`config.mk`:
```
export PLATFORM = sky130hd
export DESIGN_NAME = rv32i_mem_arbiter
export DESIGN_NICKNAME = d
export VERILOG_FILES = /design/src/rtl/rv32i_pkg.sv /design/src/rtl/rv32i_arb_prio.sv /design/src/rtl/rv32i_mem_arbiter.sv
export SDC_FILE = /design/constraint.sdc
export NUM_CORES = 1
export LEC_CHECK = 0
export CAP_MARGIN = 20
export CORE_MARGIN = 8
export CORE_UTILIZATION = 44
export CTS_BUF_LIST = sky130_fd_sc_hd__clkbuf_16
export CTS_CLUSTER_SIZE = 24
export DETAILED_ROUTE_END_ITERATION = 7
export GPL_TIMING_DRIVEN = 0
export PLACE_DENSITY = 0.89
export SLEW_MARGIN = 20
export SYNTH_ARGS = -nofsm -noshare
export SYNTH_HDL_FRONTEND = slang
export SYNTH_SLANG_ARGS = --single-unit
```
`constraint.sdc`:
```
create_clock -name clk_i -period 3.6 [get_ports clk_i]
set_input_delay 0.72 -clock clk_i [delete_from_list [all_inputs] [get_ports clk_i]]
set_output_delay 0.72 -clock clk_i [all_outputs]
set_load 0.01 [all_outputs]
```
`src/rtl/rv32i_pkg.sv`:
```
// Shared types and widths for the RV32I memory arbiter.
package rv32i_pkg;

    localparam int XLEN = 32;

    // Arbiter transaction state: one request in flight at most.
    typedef enum logic [1:0] {
        IDLE     = 2'd0,
        WAIT_GNT = 2'd1,
        WAIT_RSP = 2'd2,
        RESP     = 2'd3
    } state_e;

    // Which requester owns the current transaction.
    typedef enum logic {
        OWN_IF = 1'b0,
        OWN_DM = 1'b1
    } owner_e;

endpackage

```
`src/rtl/rv32i_arb_prio.sv`:
```
// Winner selection between fetch and data ports with fetch anti-starvation.
// Data normally wins; once data has won STARVE_LIMIT times in a row while
// fetch was waiting, fetch is given the next slot.
module rv32i_arb_prio
    import rv32i_pkg::*;
#(
    parameter int STARVE_LIMIT = 4
) (
    input  logic   clk_i,
    input  logic   rst_ni,
    input  logic   arb_en_i,
    input  logic   if_valid_i,
    input  logic   dm_valid_i,
    output owner_e winner_o
);

    localparam int CNT_W = (STARVE_LIMIT < 1) ? 1 : $clog2(STARVE_LIMIT + 1);
    localparam logic [CNT_W-1:0] CNT_MAX = CNT_W'(STARVE_LIMIT);

    logic [CNT_W-1:0] starve_cnt;

    // Fetch wins when it is alone, or when data has starved it long enough.
    always_comb begin
        winner_o = OWN_DM;
        if (if_valid_i && (!dm_valid_i || (starve_cnt == CNT_MAX))) begin
            winner_o = OWN_IF;
        end
    end

    // Count data wins that happen while fetch is waiting; saturate at the limit.
    always_ff @(posedge clk_i or negedge rst_ni) begin
        if (!rst_ni) begin
            starve_cnt <= '0;
        end else if (arb_en_i) begin
            if ((winner_o == OWN_DM) && if_valid_i) begin
                if (starve_cnt != CNT_MAX) begin
                    starve_cnt <= starve_cnt + 1'b1;
                end
            end else begin
                starve_cnt <= '0;
            end
        end
    end

endmodule

```
`src/rtl/rv32i_mem_arbiter.sv`:
```
// Two-port (fetch / data) arbiter in front of a single shared memory port.
// One transaction outstanding: IDLE -> WAIT_GNT -> WAIT_RSP -> RESP -> IDLE.
// A response that never arrives is closed with err=1 after TIMEOUT_CYCLES.
module rv32i_mem_arbiter
    import rv32i_pkg::*;
#(
    parameter int STARVE_LIMIT   = 4,
    parameter int TIMEOUT_CYCLES = 64
) (
    input  logic            clk_i,
    input  logic            rst_ni,

    input  logic            if_valid_i,
    output logic            if_ready_o,
    input  logic [XLEN-1:0] if_addr_i,
    output logic            if_rsp_valid_o,
    output logic            if_rsp_err_o,
    output logic [XLEN-1:0] if_rdata_o,

    input  logic            dm_valid_i,
    output logic            dm_ready_o,
    input  logic [XLEN-1:0] dm_addr_i,
    input  logic            dm_we_i,
    input  logic [3:0]      dm_be_i,
    input  logic [XLEN-1:0] dm_wdata_i,
    output logic            dm_rsp_valid_o,
    output logic            dm_rsp_err_o,
    output logic [XLEN-1:0] dm_rdata_o,

    output logic            mem_req_o,
    input  logic            mem_gnt_i,
    output logic [XLEN-1:0] mem_addr_o,
    output logic            mem_we_o,
    output logic [3:0]      mem_be_o,
    output logic [XLEN-1:0] mem_wdata_o,
    input  logic            mem_rvalid_i,
    input  logic [XLEN-1:0] mem_rdata_i
);

    localparam int TMO_W = (TIMEOUT_CYCLES > 1) ? $clog2(TIMEOUT_CYCLES) : 1;
    localparam logic [TMO_W-1:0] TMO_LAST = TMO_W'(TIMEOUT_CYCLES - 1);

    state_e          state_q, state_d;
    owner_e          owner_q;
    owner_e          winner;
    logic            arb_en;
    logic            tmo_last;
    logic [TMO_W-1:0] tmo_q;

    logic [XLEN-1:0] addr_q;
    logic            we_q;
    logic [3:0]      be_q;
    logic [XLEN-1:0] wdata_q;
    logic [XLEN-1:0] rdata_q;
    logic            err_q;

    assign arb_en   = (state_q == IDLE) && (if_valid_i || dm_valid_i);
    assign tmo_last = (tmo_q == TMO_LAST);

    rv32i_arb_prio #(
        .STARVE_LIMIT (STARVE_LIMIT)
    ) u_arb_prio (
        .clk_i      (clk_i),
        .rst_ni     (rst_ni),
        .arb_en_i   (arb_en),
        .if_valid_i (if_valid_i),
        .dm_valid_i (dm_valid_i),
        .winner_o   (winner)
    );

    // State register; reset abandons whatever was in flight.
    always_ff @(posedge clk_i or negedge rst_ni) begin
        if (!rst_ni) begin
            state_q <= IDLE;
        end else begin
            state_q <= state_d;
        end
    end

    // Next-state logic and handshake/response outputs.
    always_comb begin
        state_d        = state_q;
        if_ready_o     = 1'b0;
        dm_ready_o     = 1'b0;
        mem_req_o      = 1'b0;
        if_rsp_valid_o = 1'b0;
        dm_rsp_valid_o = 1'b0;
        unique case (state_q)
            IDLE: begin
                // Ready is gated by reset so nothing is accepted while held in reset.
                if (arb_en && rst_ni) begin
                    if_ready_o = (winner == OWN_IF);
                    dm_ready_o = (winner == OWN_DM);
                    state_d    = WAIT_GNT;
                end
            end
            WAIT_GNT: begin
                mem_req_o = 1'b1;
                if (mem_gnt_i) begin
                    state_d = WAIT_RSP;
                end
            end
            WAIT_RSP: begin
                if (mem_rvalid_i || tmo_last) begin
                    state_d = RESP;
                end
            end
            RESP: begin
                if_rsp_valid_o = (owner_q == OWN_IF);
                dm_rsp_valid_o = (owner_q == OWN_DM);
                state_d        = IDLE;
            end
            default: state_d = IDLE;
        endcase
    end

    // Response data is only visible to the owner during its response cycle.
    assign if_rdata_o   = if_rsp_valid_o ? rdata_q : '0;
    assign if_rsp_err_o = if_rsp_valid_o & err_q;
    assign dm_rdata_o   = dm_rsp_valid_o ? rdata_q : '0;
    assign dm_rsp_err_o = dm_rsp_valid_o & err_q;

    // Latch the winning request; fetches are always full-word reads.
    always_ff @(posedge clk_i or negedge rst_ni) begin
        if (!rst_ni) begin
            owner_q <= OWN_IF;
            addr_q  <= '0;
            we_q    <= 1'b0;
            be_q    <= 4'h0;
            wdata_q <= '0;
        end else if (arb_en) begin
            owner_q <= winner;
            if (winner == OWN_IF) begin
                addr_q  <= if_addr_i;
                we_q    <= 1'b0;
                be_q    <= 4'hF;
                wdata_q <= '0;
            end else begin
                addr_q  <= dm_addr_i;
                we_q    <= dm_we_i;
                be_q    <= dm_be_i;
                wdata_q <= dm_wdata_i;
            end
        end
    end

    assign mem_addr_o  = addr_q;
    assign mem_we_o    = we_q;
    assign mem_be_o    = be_q;
    assign mem_wdata_o = wdata_q;

    // Cycles spent in WAIT_RSP; zero on entry.
    always_ff @(posedge clk_i or negedge rst_ni) begin
        if (!rst_ni) begin
            tmo_q <= '0;
        end else if (state_q == WAIT_RSP) begin
            tmo_q <= tmo_q + 1'b1;
        end else begin
            tmo_q <= '0;
        end
    end

    // Capture the response; a real rvalid beats a timeout in the same cycle.
    always_ff @(posedge clk_i or negedge rst_ni) begin
        if (!rst_ni) begin
            rdata_q <= '0;
            err_q   <= 1'b0;
        end else if (state_q == WAIT_RSP) begin
            if (mem_rvalid_i) begin
                rdata_q <= we_q ? '0 : mem_rdata_i;
                err_q   <= 1'b0;
            end else if (tmo_last) begin
                rdata_q <= '0;
                err_q   <= 1'b1;
            end
        end
    end

endmodule

```
After elaboration in Yosys (flattened, before gate mapping)
Cells that the tools add are included.
{ "word_totals": {"latch_bits": 0, "in_bits": 139, "romBits": 0, "regBits": 114, "mem_bits_rw": 0, "n_memories": 0} }
{ "classes": {"div_mod_pow": 0, "add_sub_neg": 2, "magnitude_cmp": 0, "n_shift": 0, "n_bitwise": 3, "n_reduce_logical": 13, "eq_ne": 10, "n_mul": 0, "n_mux": 26} }
{ "op_table": {"columns": ["cell", "count"], "rows": [
  ["two-way mux 32 bit", 7],
  ["two-way mux 1 bit", 11],
  ["case mux 2 bit (4 select lines)", 1],
  ["adder 6 x 1 -> 6 bit, second input constant", 1],
  ["== test 6 bit, second input constant", 1],
  ["two-way mux 2 bit", 3],
  ["two-way mux 3 bit", 2],
  ["two-way mux 6 bit", 1],
  ["!= test 2 bit, second input constant", 3],
  ["== test 2 bit, second input constant", 2],
  ["logical AND 1 bit", 4],
  ["two-way mux 4 bit", 1],
  ["AND reduction 2 bit", 2],
  ["adder 3 x 1 -> 3 bit, second input constant", 1],
  ["== test 3 bit, second input constant", 1],
  ["logical OR 1 bit", 3],
  ["!= test 3 bit, second input constant", 1],
  ["AND reduction 3 bit", 1],
  ["AND 1 bit", 2],
  ["== test 2 x 1 -> 1 bit, second input constant", 1],
  ["logical NOT 2 bit", 1],
  ["!= test 2 x 1 -> 1 bit, second input constant", 1],
  ["nonzero test 2 bit", 1],
  ["logical NOT 1 bit", 1],
  ["NOT 1 bit", 1]
]} }

Longest topological paths before layout
Gate-level depths: netlist of run 1.
{ "depth": {"depth_word": 7, "ltp_mapped": 8} }

Modules after synthesis
Synthesis of run 1 repeated with hierarchy kept, for this count alone.
{ "unflattened": {"hier_cells": 596, "hier_area_um2": 5564.1} }
{ "modules_own_cells": {"columns": ["mod", "area_per_inst_um2", "cells_each", "instances", "seq_area_each_um2"], "rows": [
  ["rv32i_mem_arbiter", 5371.4, 576, 1, 2777.7],
  ["rv32i_arb_prio", 192.7, 20, 1, 75.1]
]} }

Least setup slack after synthesis of run 1
OpenSTA, ideal clock, no wires.
{ "synth_path": {"kind": "input to output", "from": "in if_valid_i", "to": "out dm_ready_o", "setup_slack_ns": 1.297, "path_buffers": 3, "arrival_ns": 1.583, "cell_stages": 6, "t_required_ns": 2.880, "path_cell_list": "buf_2 -> o21a_1 -> buf_2 -> buf_2 -> nand2_1 -> nor2_1"} }
{ "synth_between": {"elab_chain_cells": 5, "word_cells_on_any_way": 7, "classes_between": "3 x mux; 4 x reduce/logical"} }
{ "synth_lines": {"columns": ["element", "line_no", "text"], "rows": [
  ["from (decl)", "rv32i_mem_arbiter.sv:13", "input logic if_valid_i,"],
  ["logical OR 1 bit", "rv32i_mem_arbiter.sv:57", "assign arb_en = (state_q == IDLE) && (if_valid_i || dm_valid_i);"],
  ["logical AND 1 bit", "rv32i_mem_arbiter.sv:57", null],
  ["logical AND 1 bit", "rv32i_mem_arbiter.sv:91", "if (arb_en && rst_ni) begin"],
  ["two-way mux 1 bit *", "rv32i_mem_arbiter.sv:91", null],
  ["two-way mux 1 bit *", "rv32i_mem_arbiter.sv:88", "unique case (state_q)"],
  ["to (decl)", "rv32i_mem_arbiter.sv:21", "output logic dm_ready_o,"]
]} }
Mark *: on every way between the ends. The rest lies on a longest branch, timed or not.

Final worst setup path of run 1
{ "layout_path": {"from": "reg state_q[0]", "to": "out if_rdata_o[2]"} }
{ "layout_between": {"elab_chain_cells": 3} }
{ "layout_lines": {"columns": ["element", "line_no", "text"], "rows": [
  ["from (decl)", "rv32i_mem_arbiter.sv:43", "state_e state_q, state_d;"],
  ["from (signal assigned)", "rv32i_mem_arbiter.sv:76", "state_q <= state_d;"],
  ["== test 2 bit", "rv32i_mem_arbiter.sv:88", null],
  ["two-way mux 1 bit", "rv32i_mem_arbiter.sv:88", null],
  ["two-way mux 32 bit", "rv32i_mem_arbiter.sv:118", "assign if_rdata_o = if_rsp_valid_o ? rdata_q : '0;"],
  ["to (decl)", "rv32i_mem_arbiter.sv:18", "output logic [XLEN-1:0] if_rdata_o,"]
]} }
No other way between the ends.

==> metrics.csv, run 1 <==
metric;value;unit
antenna_found_initial;1;
worst_ep_arrival_time;2.73;ns
final_layout_size_suffix_gt1_share;8.017;%
required;2.88;ns
final_core_util;73.42;%
wl_per_cell;18.94;um
initial_core_util;45.26;%
core;12720;um^2
slew_viol_final;0;
register_area;2853;um^2
syn_avg_cell_area;9.025;um^2
die_h;130.4;um
max_stage_delay;0.56;ns
rsz0062_at_grt;false;
drtAntennaViolNets;0;
nets;1082;
slowest_stage;clkdlybuf4s50_1;
peakVddDrop;0.4291;mV
drt-pass1-iter-count;5;
synthCells;638;
diodes;0;
cts_buffers;17;
worst_slew_pin_slew;0.5300;ns
grt_max_degree;64;
ys_seq_elements;114;
hold_viol;0;
leakage;0.003983;uW
min_path_type;in2async;
critPathKind;reg2out;
hold_buffers;0;
grt_use_total;24.36;%
viasPerCell;5.405;
clock_skew;0.01169;ns
synth_area;5758;um^2
drc_errors;0;
postCtsSetupRepairBufs;0;
placed_area;8785;um^2
detail_route.wirelength;21210;um
status;completed;
ys_seq_area_share;49.54;%
fmax;289.8;MHz
hpwl;16630;um
cts_tree;done;
overflow;0;
fin_crit_sh;95.87;%
fin_cells;1120;
clkSinkCount;114;
first_iter_violations;372;
dieArea;17000;um^2
cp-end-kind;output port;
grt_pass1_wl;32110;um
grt_pass1_vias;6177;
cp-start-kind;flop;
yosys_warnings;0;
cts_resized;0;
final_cell_mix;clkdlybuf4s50_1 (277), nand2_1 (168), dfrtp_1 (114), o21ai_0 (62), clkbuf_1 (41);
maxCapViolations;0;
cts_buffer_depth;2;
place.port_buffers;278;
crit_fanout;10;
area_growth;62.21;%
ys_types;38;
fillers;997;
pin_count;279;
clkTransAtPathRegs;0.05;ns
final_common_cell;clkdlybuf4s50_1;
syn-num-nets;784;
setup_viol;0;
clock_latency;0.40;ns
die_w;130.4;um
gp_congestion;0.8117;
maxSlewHeadroom;64.66;%
clock-root-buffer;clkbuf_16;
min_period;3.451;ns
stdcell_area;9340;um^2
regToRegSetupSlack;1.66;ns
path_cells;ha_1 -> nor2b_1 -> clkbuf_1 -> and2_1 -> clkdlybuf4s50_1;
num_rows;41;
post-place-cells;1089;
p_per_area;786.0;nW/um^2
multi_input_area;2614;um^2
num_vias;6054;
h-tree-depth;4;
sequential cells by signal (all words and copies together), names as in the netlist:
signal	cells
err_q	1
mem_addr_o	32
mem_be_o	4
mem_wdata_o	32
mem_we_o	1
owner_q	1
rdata_q	32
state_q	2
tmo_q	6
u_arb_prio.starve_cnt	3
final timing paths:
check,startpoint,end,cells past startpoint
max,state_q[0],if_rdata_o[2],5
min,rst_ni,rdata_q[23],1
max reg2reg,state_q[0],mem_wdata_o[7],7
min reg2reg,mem_wdata_o[3],mem_wdata_o[3],2
max in group asynchronous,rst_ni,mem_be_o[1],2
min in group clk_i,mem_wdata_o[3],mem_wdata_o[3],2
critical path, delay by kind of cell (launching register included):
family,cells,cell delay [ns]
adder cells (fa/ha/maj),1,0.34
AND/OR/NAND/NOR,2,0.65
flip-flops,1,0.40
buffers and inverters,2,0.95
where the power goes:
part / switching, uW / total [uW] / internal (uW)
Combinational: 1750 / 3530 / 1770
Clock: 577 / 1570 / 998
Sequential: 402 / 2240 / 1840
Total: 2730 / 7340 / 4610
cells in the mapped netlist:
cell type,n,area share [%]
o21a_1,1,0.13
a21bo_1,1,0.17
a41oi_1,1,0.15
clkbuf_1,41,2.7
a311oi_1,1,0.15
o21ai_1,5,0.43
a211oi_1,1,0.13
and2_1,35,3.8
inv_1,7,0.46
xnor2_1,2,0.30
o211ai_1,8,1.0
nand2_1,168,11
nor2_1,16,1.0
a21oi_1,7,0.61
a32o_1,1,0.17
and3b_1,1,0.15
and3_1,34,3.7
nand4_1,33,3.6
o22ai_1,1,0.11
or3_1,1,0.11
a31o_2,2,0.30
a31oi_1,2,0.22
o211ai_2,25,5.4
ha_1,7,1.5
nand2b_1,2,0.22
dfrtp_1,114,50
nor3b_1,2,0.26
o21ai_0,62,5.4
a22oi_1,32,4.2
xor2_1,1,0.15
buf_6,5,0.98
or3b_2,1,0.15
nand3_1,3,0.26
nor2b_1,1,0.11
o2111ai_1,1,0.15
buf_2,11,0.96
and2_4,1,0.15
o21ai_2,1,0.15
cell families (layout without fill, tap and decap cells):
group	after synthesis	in the layout	synth area share, %
compound gates	152	152	18.93
xor+xnor	3	3	0.4564
fa+ha+maj	7	7	1.521
simple gates	298	298	24.49
flops	114	114	49.54
buf+inv	64	374	5.063
per-layer routing:
metal / GRT usage (%) / part of all wire, % / wire (um) / vias to the layer above
met4: 9.993 / 2.8 / 601 / 2
met5: 0 / 0.047 / 10 / -
li1: - / - / - / 2814
met1: 26.39 / 37 / 7859 / 2885
met2: 41.99 / 48 / 10240 / 310
met3: 9.522 / 12 / 2499 / 43
final cells by class:
type / instances / share of cell area [%]
sequential: 114 / 30.54
timing repair buffer: 279 / 30.10
multi-input combinational: 460 / 27.98
clock buffer: 17 / 4.555
buffer: 57 / 2.894
tap: 172 / 2.304
clock inverter: 14 / 1.340
inverter: 7 / 0.2813
stage by stage:
step           setup TNS [ns]  setup slack [ns]  total power [uW]  hold WS [ns]
2_1_floorplan               0             1.297              3918        0.4244
3_3_place_gp          -321.32            -3.281              5644        0.4618
3_5_place_dp                0           0.09886              5784        0.4701
4_1_cts                     0           0.09151              7384        0.2759
5_1_grt                     0          0.005201              7797        0.3046
6_report                    0            0.1488              7341        0.2719
Note: power is estimated with default switching activity, not from simulation.
==> inputs of run 2 (changes only) <==
- HOLD_SLACK_MARGIN: not set -> 0.12
==> results of run 2 <==
Same layout as run 1: the final DEF is identical, and so are final timing and power.
==> inputs of run 3 (changes only) <==
--- a/config.mk
+++ b/config.mk
@@ -15,3 +15,3 @@
 export HOLD_SLACK_MARGIN = 0.12
-export PLACE_DENSITY = 0.89
+export PLACE_DENSITY_LB_ADDON = 0.15
 export SLEW_MARGIN = 20
--- a/constraint.sdc
+++ b/constraint.sdc
@@ -3,2 +3,2 @@
 set_output_delay 0.72 -clock clk_i [all_outputs]
-set_load 0.01 [all_outputs]
+set_load 0.1 [all_outputs]
==> run 3 against run 2 <==
Compared with the run above: die area unchanged; setup slack better by 0.017 ns; via count down 0.73%; first-iteration DRC count up 2.4%; hold slack worse by 0.078 ns; clock skew about the same; highest routed layer is now met4.
==> metrics.csv, run 3 (same netlist as run 1, synthesis figures left out) <==
metric;value;unit;change
min_path_type;in2async;;
grt_pass1_vias;6173;;-0.065%
tns;0;ns;unchanged
slew_viol_final;0;;unchanged
cp-end-kind;output port;;
grt_max_degree;83;;+30%
drc_errors;0;;unchanged
num_rows;41;;unchanged
detail_route.wirelength;20870;um;-1.6%
first_iter_violations;381;;+2.4%
cts_tree;done;;
grt_use_total;24.04;%;-0.32 points
initial_core_util;45.26;%;unchanged
final_layout_size_suffix_gt1_share;11.29;%;+3.3 points
cts_buffer_depth;2;;unchanged
clkTransAtPathRegs;0.05;ns;about the same
antenna_found_initial;0;;-1
die_h;130.4;um;unchanged
worst_slew_pin_slew;1.051;ns;+0.5209 ns
setup_viol;0;;unchanged
place.port_buffers;278;;unchanged
clock-root-buffer;clkbuf_16;;
maxCapViolations;0;;unchanged
final_core_util;74.48;%;+1.1 points
maxSlewHeadroom;29.72;%;-35 points
clock_skew;0.01155;ns;-0.0001395 ns
drtAntennaViolNets;0;;unchanged
hold_viol;0;;unchanged
diodes;0;;unchanged
hold_buffers;0;;unchanged
cts_buffers;17;;unchanged
critPathKind;reg2out;;
drt-pass1-iter-count;5;;unchanged
pin_count;279;;unchanged
grt_pass1_wl;31930;um;-0.58%
gp_congestion;0.8236;;+1.5%
required;2.88;ns;about the same
clkSinkCount;114;;unchanged
status;completed;;
cp-start-kind;flop;;
nets;1082;;unchanged
min_period;3.435;ns;-0.01670 ns
postCtsSetupRepairBufs;0;;unchanged
final_common_cell;clkdlybuf4s50_1;;
clock_latency;0.41;ns;about the same
crit_fanout;10;;unchanged
fmax;291.2;MHz;+0.49%
hpwl;15990;um;-3.8%
num_vias;6010;;-0.73%
die_w;130.4;um;unchanged
worst_ep_arrival_time;2.71;ns;-0.02 ns
fin_crit_sh;95.40;%;-0.46 points
core;12720;um^2;unchanged
h-tree-depth;4;;unchanged
wl_per_cell;18.63;um;-1.6%
final_cell_mix;clkdlybuf4s50_1 (211), nand2_1 (168), dfrtp_1 (114), o21ai_0 (62), clkbuf_1 (41);;
dieArea;17000;um^2;unchanged
viasPerCell;5.366;;-0.73%
area_growth;64.56;%;
overflow;0;;unchanged
==> run 3: worst max-delay path, cell delays in order (launching register included) <==
cell and delay [ns]:
dfrtp_1 0.39, ha_1 0.35, nor2b_1 0.42, clkbuf_1 0.36, and2_1 0.20, clkdlybuf4s15_2 0.56
==> run 3: final timing paths <==
| check | slack, ns | from | cells past startpoint | end |
|---|---|---|---|---|
| min in group clk_i | 0.48 | mem_wdata_o[26] | 2 | mem_wdata_o[26] |
| max in group asynchronous | 2.68 | rst_ni | 2 | u_arb_prio.starve_cnt[1] |
| min | 0.19 | rst_ni | 1 | rdata_q[16] |
| max reg2reg | 1.67 | state_q[0] | 7 | rdata_q[25] |
| max | 0.17 | state_q[1] | 5 | if_rdata_o[25] |
| min reg2reg | 0.48 | mem_wdata_o[26] | 2 | mem_wdata_o[26] |
==> run 3: layer usage <==
| layer | vias up | share of wire [%] | global-route usage, % |
|---|---|---|---|
| met4 | 0 | 3.0 | 10.06 |
| met5 | - | 0 | 0 |
| li1 | 2819 | - | - |
| met3 | 44 | 9.4 | 8.874 |
| met1 | 2874 | 38 | 25.73 |
| met2 | 273 | 50 | 42.11 |
==> run 3: timing repair <==
action	4_1_cts	5_1_grt
endpoints found under the setup margin	36	33
gates resized for setup	98	36
pin swaps	0	0
endpoints found under the hold margin	0	0
==> run 3: area by class of cell <==
class / instances / area, um^2
Fill cell: 977 / 3247
Timing Repair Buffer: 279 / 2903
Sequential cell: 114 / 2853
Multi-Input combinational cell: 460 / 2614
Clock buffer: 17 / 425.4
Buffer: 57 / 265.3
Tap cell: 172 / 215.2
Clock inverter: 14 / 173.9
Inverter: 7 / 26.28
==> run 3: through the flow <==
stage | setup slack (ns) | instance area, um^2 | hold slack, ns | std cells
2_1_floorplan | 0.1189 | 5758 | 0.4244 | 638
3_3_place_gp | -3.782 | 8756 | 0.4642 | 1088
3_5_place_dp | -0.4996 | 8785 | 0.4697 | 1089
4_1_cts | 0.01242 | 9417 | 0.1992 | 1120
5_1_grt | -0.01480 | 9475 | 0.2176 | 1120
6_report | 0.1655 | 9475 | 0.1935 | 1120
Power of run 3 is not shown: default switching activity piles up to over one toggle a cycle in this logic, so the estimate is an artifact.
